$ cat config.mk
export PLATFORM = sky130hd
export DESIGN_NAME = ula_sequencer
export DESIGN_NICKNAME = d
export VERILOG_FILES = /design/src/rtl/ula_sequencer.sv
export SDC_FILE = /design/constraint.sdc
export NUM_CORES = 1
export LEC_CHECK = 0
export ABC_AREA = 1
export CORE_MARGIN = 2
export CORE_UTILIZATION = 50
export DETAILED_ROUTE_END_ITERATION = 6
export DONT_BUFFER_PORTS = 1
export GPL_ROUTABILITY_DRIVEN = 1
export PLACE_DENSITY = 0.63
export SETUP_SLACK_MARGIN = 0.1
export SLEW_MARGIN = 40
export SYNTH_ARGS = -nofsm -noshare
export SYNTH_HDL_FRONTEND = slang
export SYNTH_SLANG_ARGS = --single-unit
export TNS_END_PERCENT = 10
$ cat constraint.sdc
create_clock -name clk -period 4.57 [get_ports clk]
set_input_delay 0.457 -clock clk [delete_from_list [all_inputs] [get_ports clk]]
set_output_delay 0.457 -clock clk [all_outputs]
set_load 0.02 [all_outputs]
$ cat src/rtl/ula_sequencer.sv
// Multi-cycle controller for the 8-bit ULA: accumulator ops, compare, and a
// shift-add 8x8 multiply (low byte), with valid/ready request and response channels.
module ula_sequencer (
  input  logic       clk,
  input  logic       rst,
  input  logic       req_valid,
  output logic       req_ready,
  input  logic [3:0] req_cmd,
  input  logic [7:0] req_data,
  output logic       rsp_valid,
  input  logic       rsp_ready,
  output logic [7:0] rsp_data,
  output logic [5:0] rsp_flags,
  output logic       rsp_err,
  output logic [7:0] acc,
  output logic       busy,
  output logic [7:0] ula_a,
  output logic [7:0] ula_b,
  output logic [2:0] ula_cod,
  input  logic [8:0] ula_c,
  input  logic       ula_zero,
  input  logic       ula_neg,
  input  logic       ula_carry,
  input  logic       ula_maior,
  input  logic       ula_menor,
  input  logic       ula_igual
);

  typedef enum logic [2:0] {IDLE, EXEC, MUL_SHIFT, MUL_ADD, RESP} state_t;

  localparam logic [2:0] COD_ADD  = 3'b000;
  localparam logic [2:0] COD_SUB  = 3'b001;
  localparam logic [2:0] COD_DBL  = 3'b101;
  localparam logic [2:0] COD_NOP  = 3'b110;
  localparam logic [2:0] COD_LOAD = 3'b111;

  localparam logic [3:0] CMD_LOAD = 4'd8;
  localparam logic [3:0] CMD_CMP  = 4'd9;
  localparam logic [3:0] CMD_MUL  = 4'd10;

  state_t     state;
  logic [3:0] cmd_r;
  logic [7:0] data_r;
  logic [7:0] ma, mb, p;
  logic [2:0] cnt;
  logic       sticky;

  logic [5:0] ula_flags;
  logic [7:0] p_nxt;
  logic       sticky_nxt;

  assign ula_flags  = {ula_igual, ula_menor, ula_maior, ula_carry, ula_neg, ula_zero};
  assign p_nxt      = ula_c[7:0];
  assign sticky_nxt = sticky | ula_c[8];

  assign req_ready = (state == IDLE);
  assign rsp_valid = (state == RESP);
  assign busy      = (state != IDLE);

  // ULA drive is decoded from the registered state; idle drive keeps acc on A.
  always_comb begin
    ula_a   = acc;
    ula_b   = 8'd0;
    ula_cod = COD_NOP;
    case (state)
      EXEC: begin
        ula_b = data_r;
        if (cmd_r == CMD_LOAD)     ula_cod = COD_LOAD;
        else if (cmd_r == CMD_CMP) ula_cod = COD_SUB;
        else                       ula_cod = cmd_r[2:0];
      end
      MUL_SHIFT: begin
        ula_a   = p;
        ula_cod = COD_DBL;
      end
      MUL_ADD: begin
        ula_a   = p;
        ula_b   = ma;
        ula_cod = COD_ADD;
      end
      default: ;
    endcase
  end

  always_ff @(posedge clk or posedge rst) begin
    if (rst) begin
      state     <= IDLE;
      cmd_r     <= 4'd0;
      data_r    <= 8'd0;
      acc       <= 8'd0;
      rsp_data  <= 8'd0;
      rsp_flags <= 6'd0;
      rsp_err   <= 1'b0;
      ma        <= 8'd0;
      mb        <= 8'd0;
      p         <= 8'd0;
      cnt       <= 3'd0;
      sticky    <= 1'b0;
    end else begin
      case (state)
        IDLE: begin
          if (req_valid) begin
            cmd_r  <= req_cmd;
            data_r <= req_data;
            if (req_cmd <= CMD_CMP) begin
              state <= EXEC;
            end else if (req_cmd == CMD_MUL) begin
              ma     <= acc;
              mb     <= req_data;
              p      <= 8'd0;
              cnt    <= 3'd7;
              sticky <= 1'b0;
              state  <= MUL_SHIFT;
            end else begin
              rsp_err   <= 1'b1;
              rsp_flags <= 6'd0;
              rsp_data  <= acc;
              state     <= RESP;
            end
          end
        end
        EXEC: begin
          if (cmd_r != CMD_CMP) begin
            acc      <= ula_c[7:0];
            rsp_data <= ula_c[7:0];
          end else begin
            rsp_data <= acc;
          end
          rsp_flags <= ula_flags;
          rsp_err   <= 1'b0;
          state     <= RESP;
        end
        MUL_SHIFT: begin
          p      <= p_nxt;
          sticky <= sticky_nxt;
          if (mb[cnt]) begin
            state <= MUL_ADD;
          end else if (cnt == 3'd0) begin
            acc       <= p_nxt;
            rsp_data  <= p_nxt;
            rsp_flags <= {3'b000, sticky_nxt, 1'b0, (p_nxt == 8'd0)};
            rsp_err   <= 1'b0;
            state     <= RESP;
          end else begin
            cnt <= cnt - 3'd1;
          end
        end
        MUL_ADD: begin
          p      <= p_nxt;
          sticky <= sticky_nxt;
          if (cnt == 3'd0) begin
            acc       <= p_nxt;
            rsp_data  <= p_nxt;
            rsp_flags <= {3'b000, sticky_nxt, 1'b0, (p_nxt == 8'd0)};
            rsp_err   <= 1'b0;
            state     <= RESP;
          end else begin
            cnt   <= cnt - 3'd1;
            state <= MUL_SHIFT;
          end
        end
        RESP: begin
          if (rsp_ready) state <= IDLE;
        end
        default: state <= IDLE;
      endcase
    end
  end

endmodule

Yosys cells after proc, flatten, opt, wreduce, memory -nomap -nowiden
Cells that the tools add are included.
- add/sub/neg operators: 1
- order comparisons: 2
- equal/unequal tests: 15
- multiplexer cells: 51
- bitwise gates (word level): 2
- reductions and logical operators: 16
- operators by type and width (cell ; count):
    $mux 8 ; 12
    $mux 3 ; 14
    $pmux 8 s2 ; 2
    $pmux 8 s4 ; 1
    $mux 6 ; 5
    $pmux 6 s4 ; 1
    $pmux 8 s3 ; 1
    $pmux 3 s3 ; 2
    $pmux 3 s5 ; 1
    $eq 4x4->1 const B ; 3
    $reduce_and 5->1 ; 2
    $mux 1 ; 9
    $reduce_bool 3->1 ; 3
    $logic_not 8->1 ; 1
    $ne 2x2->1 const B ; 4
    $reduce_and 4->1 ; 2
    $eq 3x2->1 const B ; 2
    $logic_not 3->1 ; 2
    $le 4x4->1 const B ; 1
    $lt 3x4->1 const B ; 1
    $ne 2x1->1 const B ; 2
    $ne 4x4->1 const B ; 1
    $pmux 1 s4 ; 1
    $reduce_and 2->1 ; 2
    other kinds (12) ; 12
- bits in registers: 66
- input port bits: 31
- word-level logic and storage cells: 99

Longest topological paths before layout
- depth in word-level cells: 5
- mapped depth: 12
- depth with buffers taken out: 11

Worst setup path after synthesis
OpenSTA, ideal clock, no wires.
- path kind: register to output
- start point: reg state[2]
- end point: out ula_b[0]
- arrival: 1.606 ns
- setup slack: 2.507 ns
- stages on the path, launching flop included: 7
- path buffers: 1
- cells stage by stage: dfrtp_1 > inv_2 > nand2_1 > nor2_1 > buf_2 > inv_1 > o21ai_0
- cells in the longest elaborated chain, start to end: 2
- ends and longest elaborated chain (item ; RTL line ; text):
    start, declared ; 41 ; state_t state;
    start signal, assigned ; 87 ; state <= IDLE;
    start signal, assigned ; 106 ; state <= EXEC;
    start signal, assigned ; 113 ; state <= MUL_SHIFT;
    $eq 3x2->1 / $eq 3x1->1 (equally long branches) ; 65 ; case (state)
    $pmux 8 s2 (*) ; 65 ;
    end, declared ; 18 ; output logic [7:0] ula_b,
Every way passes the cells marked *; elsewhere a longest branch is shown, timed or not.

Final worst setup path
- start point: reg cmd_r[2]
- end point: out ula_cod[1]
- cells in the longest elaborated chain, start to end: 4
- ends and longest elaborated chain (item ; RTL line ; text):
    start, declared ; 42 ; logic [3:0] cmd_r;
    start signal, assigned ; 103 ; cmd_r <= req_cmd;
    $eq 4x4->1 ; 69 ; else if (cmd_r == CMD_CMP) ula_cod = COD_SUB;
    $mux 3 ; 69 ;
    $mux 3 (*) ; 68 ; if (cmd_r == CMD_LOAD) ula_cod = COD_LOAD;
    $pmux 3 s3 (*) ; 65 ;
    end, declared ; 19 ; output logic [2:0] ula_cod,
Marked as above.

==> results.py <==
metrics = {
    "worst_setup_path": {
        "path_class": "reg -> out",
        "cp_max_fo": 11,
        "critical_path_arrival_ps": 2100,
        "cp-end-kind": "output port",
        "reg2reg_from": "state[2]",
        "cp-startpoint": "cmd_r[2]",
        "startpoint_type": "flop",
        "cp.required_ps": 4110,
    },
    "synthesis": {
        "yosys-top-cells-area": "dfrtp_1, nand2_1, inv_1",
        "synth_compound_area_frac": 0.106,
        "synthCells": 473,
        "synth_mux_area_frac": 0,
        "synth_top_area_frac": 0.479,
        "synth_ff_type": "dfrtp_1",
        "synth_warnings": 0,
        "syn-num-nets": 506,
        "synth_seq_cells": 66,
        "synth.distinct_cells": 21,
        "synth_xor_area_frac": 0,
        "syn_area_per_cell_um2": 7.29,
        "synth_edf_count": 0,
        "synth_top_cell_by_area": "dfrtp_1",
        "synth_adder_area_share": 0.00726,
        "syn_area_um2": 3450,
        "ys_seq_area_frac": 0.479,
        "ys_async_sr_fraction": 1.00,
        "synth_top_family_by_area": "simple AND/OR/NAND/NOR gates",
        "synth-simple-area-share": 0.305,
    },
    "pwr": {
        "irDropWorstVdd_v": 0.000387,
        "p_leak_uw": 0.00196,
        "powerDensity_nw_per_um2": 700,
    },
    "sta": {
        "finalSetupViolCount": 0,
        "setup_tns_ps": 0,
        "rsz0062_at_grt": "no",
        "max_freq_ghz": 0.391,
        "holdWs_ps": 25.9,
        "fin_crit_ps": 2560,
        "min_period_over_period": 0.560,
        "setup_slack_ps": 2010,
        "hold_viol_final": 0,
        "slew_headroom": 0.430,
        "drv_slew": 0,
        "skew_ps": 13.3,
        "worst_pin_slew_ps": 852,
    },
    "clocking": {
        "ctsResizeCount": 0,
        "clk_pin_slew_ps": 70,
        "clockRootBuffer": "clkbuf_8",
        "numCtsBuffers": 9,
        "htreeDepth": 3,
        "cts_tree": "done",
        "postCtsSetupRepairBufs": 0,
        "cts_hold_buf": 0,
        "clk_latency_ps": 350,
        "clock-sinks": 66,
        "clockBufferDepth": 2,
    },
    "floorplan": {
        "fp.dieH_um": 87.0,
        "die_area_um2": 7570,
        "core.rowCount": 30,
        "design.core.area_um2": 6720,
        "fp.dieW_um": 87.0,
        "num_io_pins": 76,
        "initial_core_util": 0.513,
    },
    "final_layout": {
        "antenna_cells": 0,
        "layout-drive-gt1-share": 0.0672,
        "final_util": 0.549,
        "final_common_cell": "nand2_1",
        "final_nets": 505,
        "final-instance-count-excl-fill": 556,
        "mostFrequentLayoutCells": "nand2_1, inv_1, dfrtp_1",
        "area_growth_pct": 7.01,
    },
    "global_route": {
        "grt_pass1_vias": 2846,
        "grtUsageTotal": 0.247,
        "grt_pass1_wl_um": 14100,
        "antenna_found_initial": 0,
        "grt_max_degree": 43,
        "grt.overflow.total": 0,
    },
    "route": {
        "dr_total_vias": 2981,
        "wl_met1_um": 3960,
        "top_layer": "met4",
        "vias_per_cell": 5.36,
        "routed_wl_um": 8740,
        "ant_nets": 0,
        "drtIter0Drc": 164,
        "wl_met3_um": 490,
        "dr.pass1.iters": 4,
        "wl_met2_um": 4200,
        "drc": 0,
        "post_drt_wl_per_cell_um": 15.7,
    },
    "place": {
        "dpl_worst_slack_ps": 2360,
        "gp_congestion": 0.869,
        "dp.cells": 541,
        "io_buffers": 0,
        "hpwlAfterDp_um": 6260,
    },
    "hold_path": {
        "hold_class": "in -> async",
    },
    "run_status": {
        "status": "finished, final reports clean",
    },
    "flow_run": {
        "cap_violations": 0,
    },
}
sequential cells by signal, summed over array words and instances, names as in the netlist, 3 cells and up:
name       flops
rsp_data       8
p              8
cmd_r          4
cnt            3
rsp_flags      6
acc            8
ma             8
mb             8
state          3
data_r         8
worst max-delay path, stage by stage (launching register included):
cell and delay, ps:
dfrtp_1 400, nor2_1 660, nand3_1 190, a21oi_1 510
through the flow:
step / cell area, um^2 / power (uW)
floorplan: 3450 / 1880
global placement: 3490 / 2090
detailed placement: 3500 / 2110
CTS: 3690 / 2610
global route: 3690 / 2800
finish: 3690 / 2580
cell type report:
class / instances / area, um^2
fillers: 675 / 3030
flip-flops and latches: 66 / 1650
multi-input cells: 320 / 1450
inverters: 71 / 267
clock buffers: 10 / 138
well taps: 80 / 100
clock inverters: 5 / 55.1
repair buffers: 4 / 30.0
final timing paths:
path                       depth (start not counted)  slack (ps)            to
hold / removal                                     1          30     data_r[7]
setup / recovery                                   3        2010    ula_cod[1]
max in group asynchronous                          2        3610          p[3]
min in group clk                                   2         230  rsp_flags[1]
hold reg to reg                                    2         480      cmd_r[3]
setup reg to reg                                   8        2360        acc[3]
cell usage after synthesis (2+ instances only):
library cell  number
ha_1               2
dfrtp_1           66
nand2_1          149
o21ai_0           50
buf_4              2
inv_2              3
nand3_1           42
inv_1             68
nand4_1           16
nor2_1            31
clkbuf_1           3
buf_2              9
a21oi_1           22
nor2_2             3
layer usage:
metal,up-vias,GRT usage
li1,1500,-
met1,1391,0.325
met2,83,0.391
met4,0,0.0781
met3,7,0.0758
met5,-,0
where the power goes:
part	total [uW]	switching (uW)	internal, uW	leakage [uW]
logic	972	691	281	0.00105
clock network	489	227	262	0.0000941
registers	1120	282	841	0.000814
logic make-up after synthesis:
logic type,after synthesis
and+or+nand+nor,245
buffers and inverters,87
AOI/OAI and AO/OA,73
DFF,66
adders and majority gates,2
Power figures use the tool's default switching activity.
